[src/rtl/muldiv_pkg.sv]
// Shared definitions for the iterative multiply/divide sequencer.
package muldiv_pkg;

  localparam int unsigned XLEN_ITER = 64;
  localparam int unsigned WORD_ITER = 32;

  typedef enum logic [2:0] {
    OpMul    = 3'd0,
    OpMulh   = 3'd1,
    OpMulhsu = 3'd2,
    OpMulhu  = 3'd3,
    OpDiv    = 3'd4,
    OpDivu   = 3'd5,
    OpRem    = 3'd6,
    OpRemu   = 3'd7
  } muldiv_op_e;

  typedef enum logic [1:0] {
    StIdle = 2'd0,
    StBusy = 2'd1,
    StDone = 2'd2
  } muldiv_state_e;

endpackage

[src/rtl/muldiv_iter_dp.sv]
// Radix-2 shift-add / restoring-subtract datapath: {hi,lo} accumulator and one adder.
// Optional MULDIV_EARLY_OUT_EN: skip the remaining multiply iterations once the
// unconsumed multiplier bits are all zero.
module muldiv_iter_dp
  import muldiv_pkg::*;
#(
  parameter int unsigned XLEN  = XLEN_ITER,
  parameter int unsigned CNT_W = 7
) (
  input  logic             i_clk,
  input  logic             i_reset,
  input  logic             i_load,
  input  logic [XLEN-1:0]  i_load_lo,
  input  logic [XLEN-1:0]  i_load_opnd,
  input  logic             i_step,
  input  logic             i_is_mul,
  input  logic [CNT_W-1:0] i_shamt,
  output logic             o_skip,
  output logic [XLEN-1:0]  o_next_hi,
  output logic [XLEN-1:0]  o_next_lo
);

  logic [XLEN-1:0]   r_hi;
  logic [XLEN-1:0]   r_lo;
  logic [XLEN-1:0]   r_opnd;
  logic [XLEN:0]     w_add_a;
  logic [XLEN:0]     w_add_b;
  logic              w_cin;
  logic [XLEN+1:0]   w_sum;
  logic [2*XLEN-1:0] w_shifted;

  // Shared adder: multiply adds the multiplicand, divide subtracts the divisor.
  always_comb begin
    w_add_a = i_is_mul ? {1'b0, r_hi} : {r_hi, r_lo[XLEN-1]};
    w_add_b = i_is_mul ? (r_lo[0] ? {1'b0, r_opnd} : '0) : ~{1'b0, r_opnd};
    w_cin   = ~i_is_mul;
    w_sum   = {1'b0, w_add_a} + {1'b0, w_add_b} + {{(XLEN+1){1'b0}}, w_cin};
  end

  assign w_shifted = {r_hi, r_lo} >> i_shamt;

`ifdef MULDIV_EARLY_OUT_EN
  logic [XLEN-1:0] w_mask;
  // Multiplier bits still to be consumed sit in lo[cnt-1:0].
  assign w_mask = (XLEN'(1) << i_shamt) - XLEN'(1);
  assign o_skip = i_step & i_is_mul & ((r_lo & w_mask) == '0);
`else
  assign o_skip = 1'b0;
`endif

  // Next accumulator value for one iteration (or the early-out jump).
  always_comb begin
    if (o_skip) begin
      {o_next_hi, o_next_lo} = w_shifted;
    end else if (i_is_mul) begin
      o_next_hi = w_sum[XLEN:1];
      o_next_lo = {w_sum[0], r_lo[XLEN-1:1]};
    end else if (w_sum[XLEN+1]) begin
      // No borrow: partial remainder >= divisor.
      o_next_hi = w_sum[XLEN-1:0];
      o_next_lo = {r_lo[XLEN-2:0], 1'b1};
    end else begin
      o_next_hi = w_add_a[XLEN-1:0];
      o_next_lo = {r_lo[XLEN-2:0], 1'b0};
    end
  end

  // Accumulator and operand registers.
  always_ff @(posedge i_clk) begin
    if (i_reset) begin
      r_hi   <= '0;
      r_lo   <= '0;
      r_opnd <= '0;
    end else if (i_load) begin
      r_hi   <= '0;
      r_lo   <= i_load_lo;
      r_opnd <= i_load_opnd;
    end else if (i_step) begin
      r_hi   <= o_next_hi;
      r_lo   <= o_next_lo;
    end
  end

endmodule

[src/rtl/muldiv_seq.sv]
// Sequencer for the shared iterative M-extension unit: FSM, counter,
// fast-case detection and sign/word fix-up. Optional macro: MULDIV_EARLY_OUT_EN.
module muldiv_seq
  import muldiv_pkg::*;
#(
  parameter int unsigned XLEN  = 64,
  parameter int unsigned CNT_W = 7
) (
  input  logic            i_clk,
  input  logic            i_reset,
  input  logic            i_req_valid,
  input  logic [2:0]      i_req_op,
  input  logic            i_req_word,
  input  logic [XLEN-1:0] i_srca,
  input  logic [XLEN-1:0] i_srcb,
  input  logic            i_flush,
  input  logic            i_resp_ready,
  output logic            o_stall_out,
  output logic            o_resp_valid,
  output logic [XLEN-1:0] o_result
);

  function automatic logic [XLEN-1:0] sext32(input logic [31:0] v);
    return {{(XLEN-32){v[31]}}, v};
  endfunction

  muldiv_state_e     r_state, w_state_d;
  logic [CNT_W-1:0]  r_cnt;
  muldiv_op_e        r_op;
  logic              r_word, r_sign_a, r_sign_b;
  logic [XLEN-1:0]   r_result;

  muldiv_op_e        w_op;
  logic              w_is_mul, w_signed_a, w_signed_b, w_sext_word;
  logic [XLEN-1:0]   w_a_ext, w_b_ext, w_mag_a, w_mag_b, w_min, w_fast_res, w_load_lo;
  logic              w_sign_a, w_sign_b, w_div0, w_ovf, w_fast;
  logic              w_accept, w_step, w_finish, w_skip;
  logic [XLEN-1:0]   w_nhi, w_nlo, w_quot_c, w_rem_c, w_div_res, w_final;
  logic [2*XLEN-1:0] w_prod_c;

  // Request decode: operand extension, magnitudes and fast cases.
  always_comb begin
    w_op        = muldiv_op_e'(i_req_op);
    w_is_mul    = ~i_req_op[2];
    w_signed_a  = (w_op == OpMulh) || (w_op == OpMulhsu) || (w_op == OpDiv) || (w_op == OpRem);
    w_signed_b  = (w_op == OpMulh) || (w_op == OpDiv) || (w_op == OpRem);
    w_sext_word = (w_op == OpDiv) || (w_op == OpRem);
    w_a_ext     = i_srca;
    w_b_ext     = i_srcb;
    if (i_req_word) begin
      w_a_ext = w_sext_word ? sext32(i_srca[31:0]) : {{(XLEN-32){1'b0}}, i_srca[31:0]};
      w_b_ext = w_sext_word ? sext32(i_srcb[31:0]) : {{(XLEN-32){1'b0}}, i_srcb[31:0]};
    end
    w_sign_a  = w_signed_a & w_a_ext[XLEN-1];
    w_sign_b  = w_signed_b & w_b_ext[XLEN-1];
    w_mag_a   = w_sign_a ? -w_a_ext : w_a_ext;
    w_mag_b   = w_sign_b ? -w_b_ext : w_b_ext;
    w_min     = i_req_word ? {{(XLEN-32){1'b1}}, 1'b1, 31'b0} : {1'b1, {(XLEN-1){1'b0}}};
    w_div0    = ~w_is_mul & (w_b_ext == '0);
    w_ovf     = w_sext_word & (w_a_ext == w_min) & (w_b_ext == '1);
    w_fast    = w_div0 | w_ovf;
    if (w_div0) w_fast_res = i_req_op[1] ? w_a_ext : '1;
    else        w_fast_res = i_req_op[1] ? '0 : w_a_ext;
    if (i_req_word) w_fast_res = sext32(w_fast_res[31:0]);
    // Word divides keep the dividend in the top half so 32 shifts consume it.
    w_load_lo = w_is_mul ? w_mag_b : (i_req_word ? (w_mag_a << 32) : w_mag_a);
    w_accept  = (r_state == StIdle) & i_req_valid & ~i_flush;
    w_step    = (r_state == StBusy) & ~i_flush;
    w_finish  = w_step & ((r_cnt == CNT_W'(1)) | w_skip);
  end

  muldiv_iter_dp #(
    .XLEN  (XLEN),
    .CNT_W (CNT_W)
  ) u_dp (
    .i_clk       (i_clk),
    .i_reset     (i_reset),
    .i_load      (w_accept),
    .i_load_lo   (w_load_lo),
    .i_load_opnd (w_is_mul ? w_mag_a : w_mag_b),
    .i_step      (w_step),
    .i_is_mul    (~r_op[2]),
    .i_shamt     (r_cnt),
    .o_skip      (w_skip),
    .o_next_hi   (w_nhi),
    .o_next_lo   (w_nlo)
  );

  // Final result from the last iteration's accumulator, with sign and word fix-up.
  always_comb begin
    w_prod_c  = (r_sign_a ^ r_sign_b) ? -{w_nhi, w_nlo} : {w_nhi, w_nlo};
    w_quot_c  = (r_sign_a ^ r_sign_b) ? -w_nlo : w_nlo;
    w_rem_c   = r_sign_a ? -w_nhi : w_nhi;
    w_div_res = r_op[1] ? w_rem_c : w_quot_c;
    case (r_op)
      OpMul:                     w_final = r_word ? sext32(w_prod_c[XLEN-1:XLEN-32])
                                                  : w_prod_c[XLEN-1:0];
      OpMulh, OpMulhsu, OpMulhu: w_final = w_prod_c[2*XLEN-1:XLEN];
      default:                   w_final = r_word ? sext32(w_div_res[31:0]) : w_div_res;
    endcase
  end

  // State register.
  always_ff @(posedge i_clk) begin
    if (i_reset) r_state <= StIdle;
    else         r_state <= w_state_d;
  end

  // Next-state logic.
  always_comb begin
    w_state_d = r_state;
    unique case (r_state)
      StIdle:  if (w_accept) w_state_d = w_fast ? StDone : StBusy;
      StBusy:  if (i_flush) w_state_d = StIdle;
               else if (w_finish) w_state_d = StDone;
      StDone:  if (i_flush || i_resp_ready) w_state_d = StIdle;
      default: w_state_d = StIdle;
    endcase
  end

  // Outputs.
  always_comb begin
    o_stall_out  = i_req_valid & (r_state != StDone);
    o_resp_valid = (r_state == StDone);
    o_result     = r_result;
  end

  // Counter, latched op attributes and registered result.
  always_ff @(posedge i_clk) begin
    if (i_reset) begin
      r_cnt    <= '0;
      r_op     <= OpMul;
      r_word   <= 1'b0;
      r_sign_a <= 1'b0;
      r_sign_b <= 1'b0;
      r_result <= '0;
    end else if (w_accept) begin
      r_cnt    <= i_req_word ? CNT_W'(WORD_ITER) : CNT_W'(XLEN_ITER);
      r_op     <= w_op;
      r_word   <= i_req_word;
      r_sign_a <= w_sign_a;
      r_sign_b <= w_sign_b;
      if (w_fast) r_result <= w_fast_res;
    end else if (w_step) begin
      r_cnt <= w_skip ? '0 : r_cnt - CNT_W'(1);
      if (w_finish) r_result <= w_final;
    end
  end

endmodule

[config.mk]
export PLATFORM = sky130hd
export DESIGN_NAME = muldiv_seq
export DESIGN_NICKNAME = d
export VERILOG_FILES = /design/src/rtl/muldiv_pkg.sv /design/src/rtl/muldiv_iter_dp.sv /design/src/rtl/muldiv_seq.sv
export SDC_FILE = /design/constraint.sdc
export NUM_CORES = 2
export LEC_CHECK = 0
export BUFFER_PORTS_ARGS = -buffer_cell sky130_fd_sc_hd__buf_2
export CAP_MARGIN = 20
export CORE_MARGIN = 1
export CORE_UTILIZATION = 30
export DETAILED_ROUTE_END_ITERATION = 10
export HOLD_SLACK_MARGIN = 0.1
export SLEW_MARGIN = 10
export SYNTH_ARGS = -nofsm -noshare
export SYNTH_HDL_FRONTEND = slang
export SYNTH_HIERARCHICAL = 1
export SYNTH_SLANG_ARGS = --single-unit
export TNS_END_PERCENT = 20
[constraint.sdc]
create_clock -name i_clk -period 23.1 [get_ports i_clk]
set_clock_uncertainty 0.15 [all_clocks]
set_input_delay 1.155 -clock i_clk [delete_from_list [all_inputs] [get_ports i_clk]]
set_output_delay 1.155 -clock i_clk [all_outputs]
set_load 0.05 [all_outputs]
Word-level counts from Yosys, hierarchy flattened
Index checks and enable logic that the tools add are counted.
- output and inout bits: 66
- register bits after elaboration: 271
- logic and storage cells: 108
- reduce and logical (&&, ||, !) cells: 16
- equality and inequality tests: 17
- bitwise gates (word level): 14
- mux-type cells: 43
- $add $sub $neg: 8
- operators with widths (kind ; number):
    $mux 64 ; 27
    $neg 64->64 ; 4
    $mux 65 ; 2
    $mux 128 ; 1
    $neg 128->128 ; 1
    $pmux 64 s2 ; 1
    $mux 63 ; 2
    $add 65x65->66 ; 1
    $add 66x1->66 ; 1
    $not 64->65 ; 1
    $eq 64x64->1 ; 1
    $eq 64x64->1 const B ; 1
    $logic_not 64->1 ; 1
    $mux 7 ; 3
    $and 1x1->1 ; 10
    $mux 2 ; 5
    $eq 3x2->1 const B ; 3
    $eq 7x1->1 const B ; 1
    $logic_or 1x1->1 ; 7
    $sub 7x1->7 const B ; 1
    $eq 3x1->1 const B ; 2
    $eq 3x3->1 const B ; 2
    $pmux 2 s3 ; 1
    $reduce_and 3->1 ; 2
    14 further kinds ; 17

Longest topological paths before layout
- depth after elaboration: 14
- gate-level depth with buffers: 34

By module
The synthesis kept the hierarchy.
- by module, submodules not included (module ; seq. area each (µm²) ; cells each ; area an instance (µm²) ; times used):
    muldiv_seq ; 1581.5 ; 2463 ; 15849.0 ; 1
    muldiv_iter_dp ; 3843.7 ; 2047 ; 15038.2 ; 1

Least setup slack after synthesis
OpenSTA, ideal clock, no wires.
- path kind: flip-flop to flip-flop
- start point: register r_op[2]
- end point: register r_result[33] (netlist: o_result[33])
- setup slack: 15.392 ns
- data required time: 22.833 ns
- period minus slack after synthesis: 7.708 ns
- arrival time: 7.441 ns
- path buffers: 9
- stages on the path, launching flop included: 31
- cells stage by stage: dfxtp_1 clkbuf_1 clkinv_1 clkbuf_1 clkbuf_1 clkbuf_1 buf_1 mux2_2 ha_1 buf_2 nand4_1 nor4_4 nand3_1 a311oi_2 nor4_1 a22o_1 and2_1 buf_6 buf_2 a22oi_1 nand2_1 clkbuf_1 nor4_2 nand3_1 nor4_2 mux2i_1 nor2_4 a31oi_4 o21ai_1 or3_1 a32o_1
- word-level cells in the longest chain between the ends: 13
- elaborated cells between the ends (all ways): 26
- those cells by class: add/sub: 5; eq/ne: 3; mux: 16; reduce/logical: 2
- ends and longest elaborated chain (element ; RTL line ; RTL):
    start: declaration ; muldiv_seq.sv:29 ; muldiv_op_e r_op;
    start signal: assignment ; muldiv_seq.sv:132 ; r_op <= OpMul;
    start signal: assignment ; muldiv_seq.sv:139 ; r_op <= w_op;
    $mux 65, on equally long branches ; muldiv_iter_dp.sv:34, muldiv_iter_dp.sv:35 ;
    $add 65x65->66 ; muldiv_iter_dp.sv:37 ; w_sum = {1'b0, w_add_a} + {1'b0, w_add_b} + {{(XLEN+1){1'b0}}, w_cin};
    $add 66x1->66 ; muldiv_iter_dp.sv:37 ;
    $mux 64 ; muldiv_iter_dp.sv:58 ; end else if (w_sum[XLEN+1]) begin
    $mux 64 * ; muldiv_iter_dp.sv:55 ; end else if (i_is_mul) begin
    named net w_nhi[2] ; muldiv_seq.sv:38 ; logic [XLEN-1:0] w_nhi, w_nlo, w_quot_c, w_rem_c, w_div_res, w_final;
    $neg 64->64 ; muldiv_seq.sv:93 ; w_rem_c = r_sign_a ? -w_nhi : w_nhi;
    $mux 64 ; muldiv_seq.sv:93 ;
    $mux 64 ; muldiv_seq.sv:94 ; w_div_res = r_op[1] ? w_rem_c : w_quot_c;
    $mux 64 ; muldiv_seq.sv:99 ; default: w_final = r_word ? sext32(w_div_res[31:0]) : w_div_res;
    $pmux 64 s2 * ; muldiv_seq.sv:95 ; case (r_op)
    $mux 64 * ; muldiv_seq.sv:146 ; if (w_finish) r_result <= w_final;
    $mux 64 * ; muldiv_seq.sv:144 ; end else if (w_step) begin
    $mux 64 * ; muldiv_seq.sv:137 ; end else if (w_accept) begin
    end signal: assignment ; muldiv_seq.sv:143 ; if (w_fast) r_result <= w_fast_res;
    end signal: assignment ; muldiv_seq.sv:146 ;
    end: declaration ; muldiv_seq.sv:31 ; logic [XLEN-1:0] r_result;
The timed path passes the listed nets; every way through them passes the cells marked *. The select of a mux whose other input is x is not followed.
A chain may end at the register's enable or synchronous reset.

Worst setup path in the final report
- start point: register r_op[2]
- end point: register r_result[48] (netlist: o_result[48])
Same word-level chain as after synthesis.

==> flow_summary.ini <==
[timing]
slew-limit-headroom = 0.209
fin_crit_sh = 0.403
setup-violations-final = 0
hold_viol_final = 0
post-route-min-period_ns = 9.30
tns_ns = 0
drv_slew = 0
worst_pin_slew_ns = 1.18
final.setup.worst_slack_ns = 13.80
clock.fmax_mhz = 108
hold_ws_ns = 0.294
rsz0062_at_grt = no

[drt]
initialDrtViolationCount = 5399
viasPerCell = 6.21
drc = 0
routed_wl_mm = 156
antenna_left = 0
drt-pass1-iter-count = 9
avgRoutedWirePerCell_um = 26.7
vias = 36300

[synthesis]
avgSynthCellArea_sq_um = 6.85
syn-num-nets = 4719
synthFlopType = dfxtp_1
synth_cell_types = 109
yosysMostFrequentCell = nor2_1
synth_top_area_share = 0.176
yosysSeqAreaShare = 0.176
synth-async-reset-ratio = 0
netlist_area_sq_um = 30900
synthTopCellsByCount = nor2_1, nand2_1, a21oi_1
synthCells = 4510
ys_top_cells_by_area = dfxtp_1, nor2_1, a21oi_1
synth-seq-cells = 271
synth_top_area_cell = dfxtp_1
yosys_warnings = 6
synth_edf_count = 0

[placed_design]
place_congestion = 1.02
hpwl_mm = 122
portBuffers = 202
dp_slack_ns = 14.21

[worst_setup_path]
cp-start-kind = flop
crit_path_frequent_cell = buf_4
cp.arrival_ns = 9.63
slowest_stage = nor3_1
critPathMaxStageDelay_ns = 0.97
worst-path-buf-inv = 4
crit_fanout = 62
endpoint_kind = flop
crit_family = simple AND/OR/NAND/NOR gates
cp.required_ns = 23.43
rr_worst_depth = 26
crit_type = flop to flop
cp.depth = 26

[hold_path]
holdCritPathClass = flop to flop
hold_depth = 2

[cts]
clock_path_buffers = 3
cts-buffers-inserted = 35
clockRootBuffer = clkbuf_16
cts_resized = 0
htreeDepth = 2
cts-hold-fix-buffers = 0
cts_sinks = 271
post_cts_buffers = 0
clkTransAtPathRegs_ns = 0.07
worstSkewPairLatency_ns = 0.57
cts_tree = yes

[floorplan]
die_x_um = 323
fp.coreArea_sq_um = 102000
initial_core_util = 0.303
rows = 117
die_area_sq_um = 104000
die_h_um = 323
io_pins = 203

[global_route]
grt.total_usage = 0.284
overflow = 0
grt_max_degree = 174
grt_pass1_wl_mm = 221
antenna_found_initial = 4
grt_pass1_vias = 31700

[final_layout]
post-route-util = 0.333
fillers = 11200
fin_nets = 4662
area_growth_pct = 9.70
layout-drive-gt1-share = 0.115
multi_input_area_sq_um = 23900
seq_area_sq_um = 5430

[outcome]
status = completed

[run]
cap_violations = 0

[power]
peakVddDrop_mv = 0.0423
powerDensity_nw_per_um2 = 53.1
p_leak_nw = 12.6
worst paths after layout:
kind / slack, ns / from / end
max reg2reg: 13.80 / r_op[2]$_SDFFE_PP0P_ / o_result[48]$_SDFFE_PP0P_
max: 13.80 / r_op[2]$_SDFFE_PP0P_ / o_result[48]$_SDFFE_PP0P_
min: 0.29 / o_result[4]$_SDFFE_PP0P_ / o_result[4]$_SDFFE_PP0P_
min reg2reg: 0.29 / o_result[4]$_SDFFE_PP0P_ / o_result[4]$_SDFFE_PP0P_
kinds of logic (layout without fill, tap and decap cells):
kind of cell | count (synthesis) | in the layout | synth area share
flip-flops | 271 | 271 | 0.176
XOR/XNOR | 339 | 339 | 0.0961
AND/OR/NAND/NOR | 1715 | 1715 | 0.261
AO/OA/AOI/OAI | 1426 | 1426 | 0.291
multiplexers | 239 | 239 | 0.0831
adder cells (fa/ha/maj) | 107 | 107 | 0.0410
other | 1 | 2 | 0.000121
buffers and inverters | 412 | 379 | 0.0521
where the power goes:
| group | total (W) | switching [W] | internal [W] |
|---|---|---|---|
| Sequential | 0.000515 | 0.0000268 | 0.000489 |
| Combinational | 0.000721 | 0.000513 | 0.000208 |
| Clock | 0.000562 | 0.000240 | 0.000322 |
| Total | 0.00180 | 0.000780 | 0.00102 |
layer usage:
| layer | GRT usage | share of wire | up-vias |
|---|---|---|---|
| met1 | 0.381 | 0.41 | 17300 |
| met3 | 0.0572 | 0.10 | 397 |
| met2 | 0.423 | 0.42 | 2139 |
| met5 | 0 | 0.00030 | - |
| li1 | - | - | 16400 |
| met4 | 0.158 | 0.064 | 6 |
worst register-to-register path, cell delays in order, from the launching register on:
cell	delay, ns
dfxtp_1	0.37
inv_8	0.32
and2_2	0.37
buf_4	0.57
nand2_1	0.12
o21ai_0	0.23
ha_1	0.42
nand4_4	0.20
nor4_4	0.37
nand3_1	0.14
a311oi_2	0.47
nor4_1	0.10
a22o_1	0.26
buf_4	0.22
and2_1	0.34
buf_4	0.32
a22oi_1	0.30
nand2_1	0.26
nor4_2	0.69
nand3_1	0.63
nor3_1	0.98
nand4b_1	0.39
o21ai_0	0.31
xnor2_1	0.17
a21oi_1	0.10
a21o_1	0.22
a211oi_1	0.21
placed cells by master (no fill, tap or decap), types with 68 or more instances in the layout:
cell,instances
nor2_1,575
nand2_1,521
a21oi_1,399
o21ai_0,381
dfxtp_1,270
buf_2,200
xor2_1,171
xnor2_1,166
mux2_2,135
nor3_1,110
or3_1,107
mux2i_1,103
ha_1,70
a22oi_1,69
nor4_1,68
stage by stage:
step	total power [W]	instances	instance area, sq um
after floorplan	0.000953	4510	30900
after global placement	0.00121	5783	32700
after detailed placement	0.00121	5783	32700
after CTS	0.00177	5844	33900
after global routing	0.00185	5845	33900
final	0.00180	5846	33900
layout make-up:
type	count	area share
Antenna cell	1	0.0000739
Clock buffer	45	0.0288
Clock inverter	16	0.00469
Inverter	66	0.00783
Multi-Input combinational cell	3827	0.706
Sequential cell	271	0.160
Tap cell	1368	0.0505
Timing Repair Buffer	252	0.0415
state kept, by name, indices dropped and copies added, names as in the netlist:
signal / cells
r_op: 3
r_word: 1
r_state: 2
u_dp/r_lo: 64
r_sign_b: 1
r_sign_a: 1
u_dp/r_hi: 64
u_dp/r_opnd: 64
r_cnt: 7
o_result: 64
Note: power is estimated with default switching activity, not from simulation.
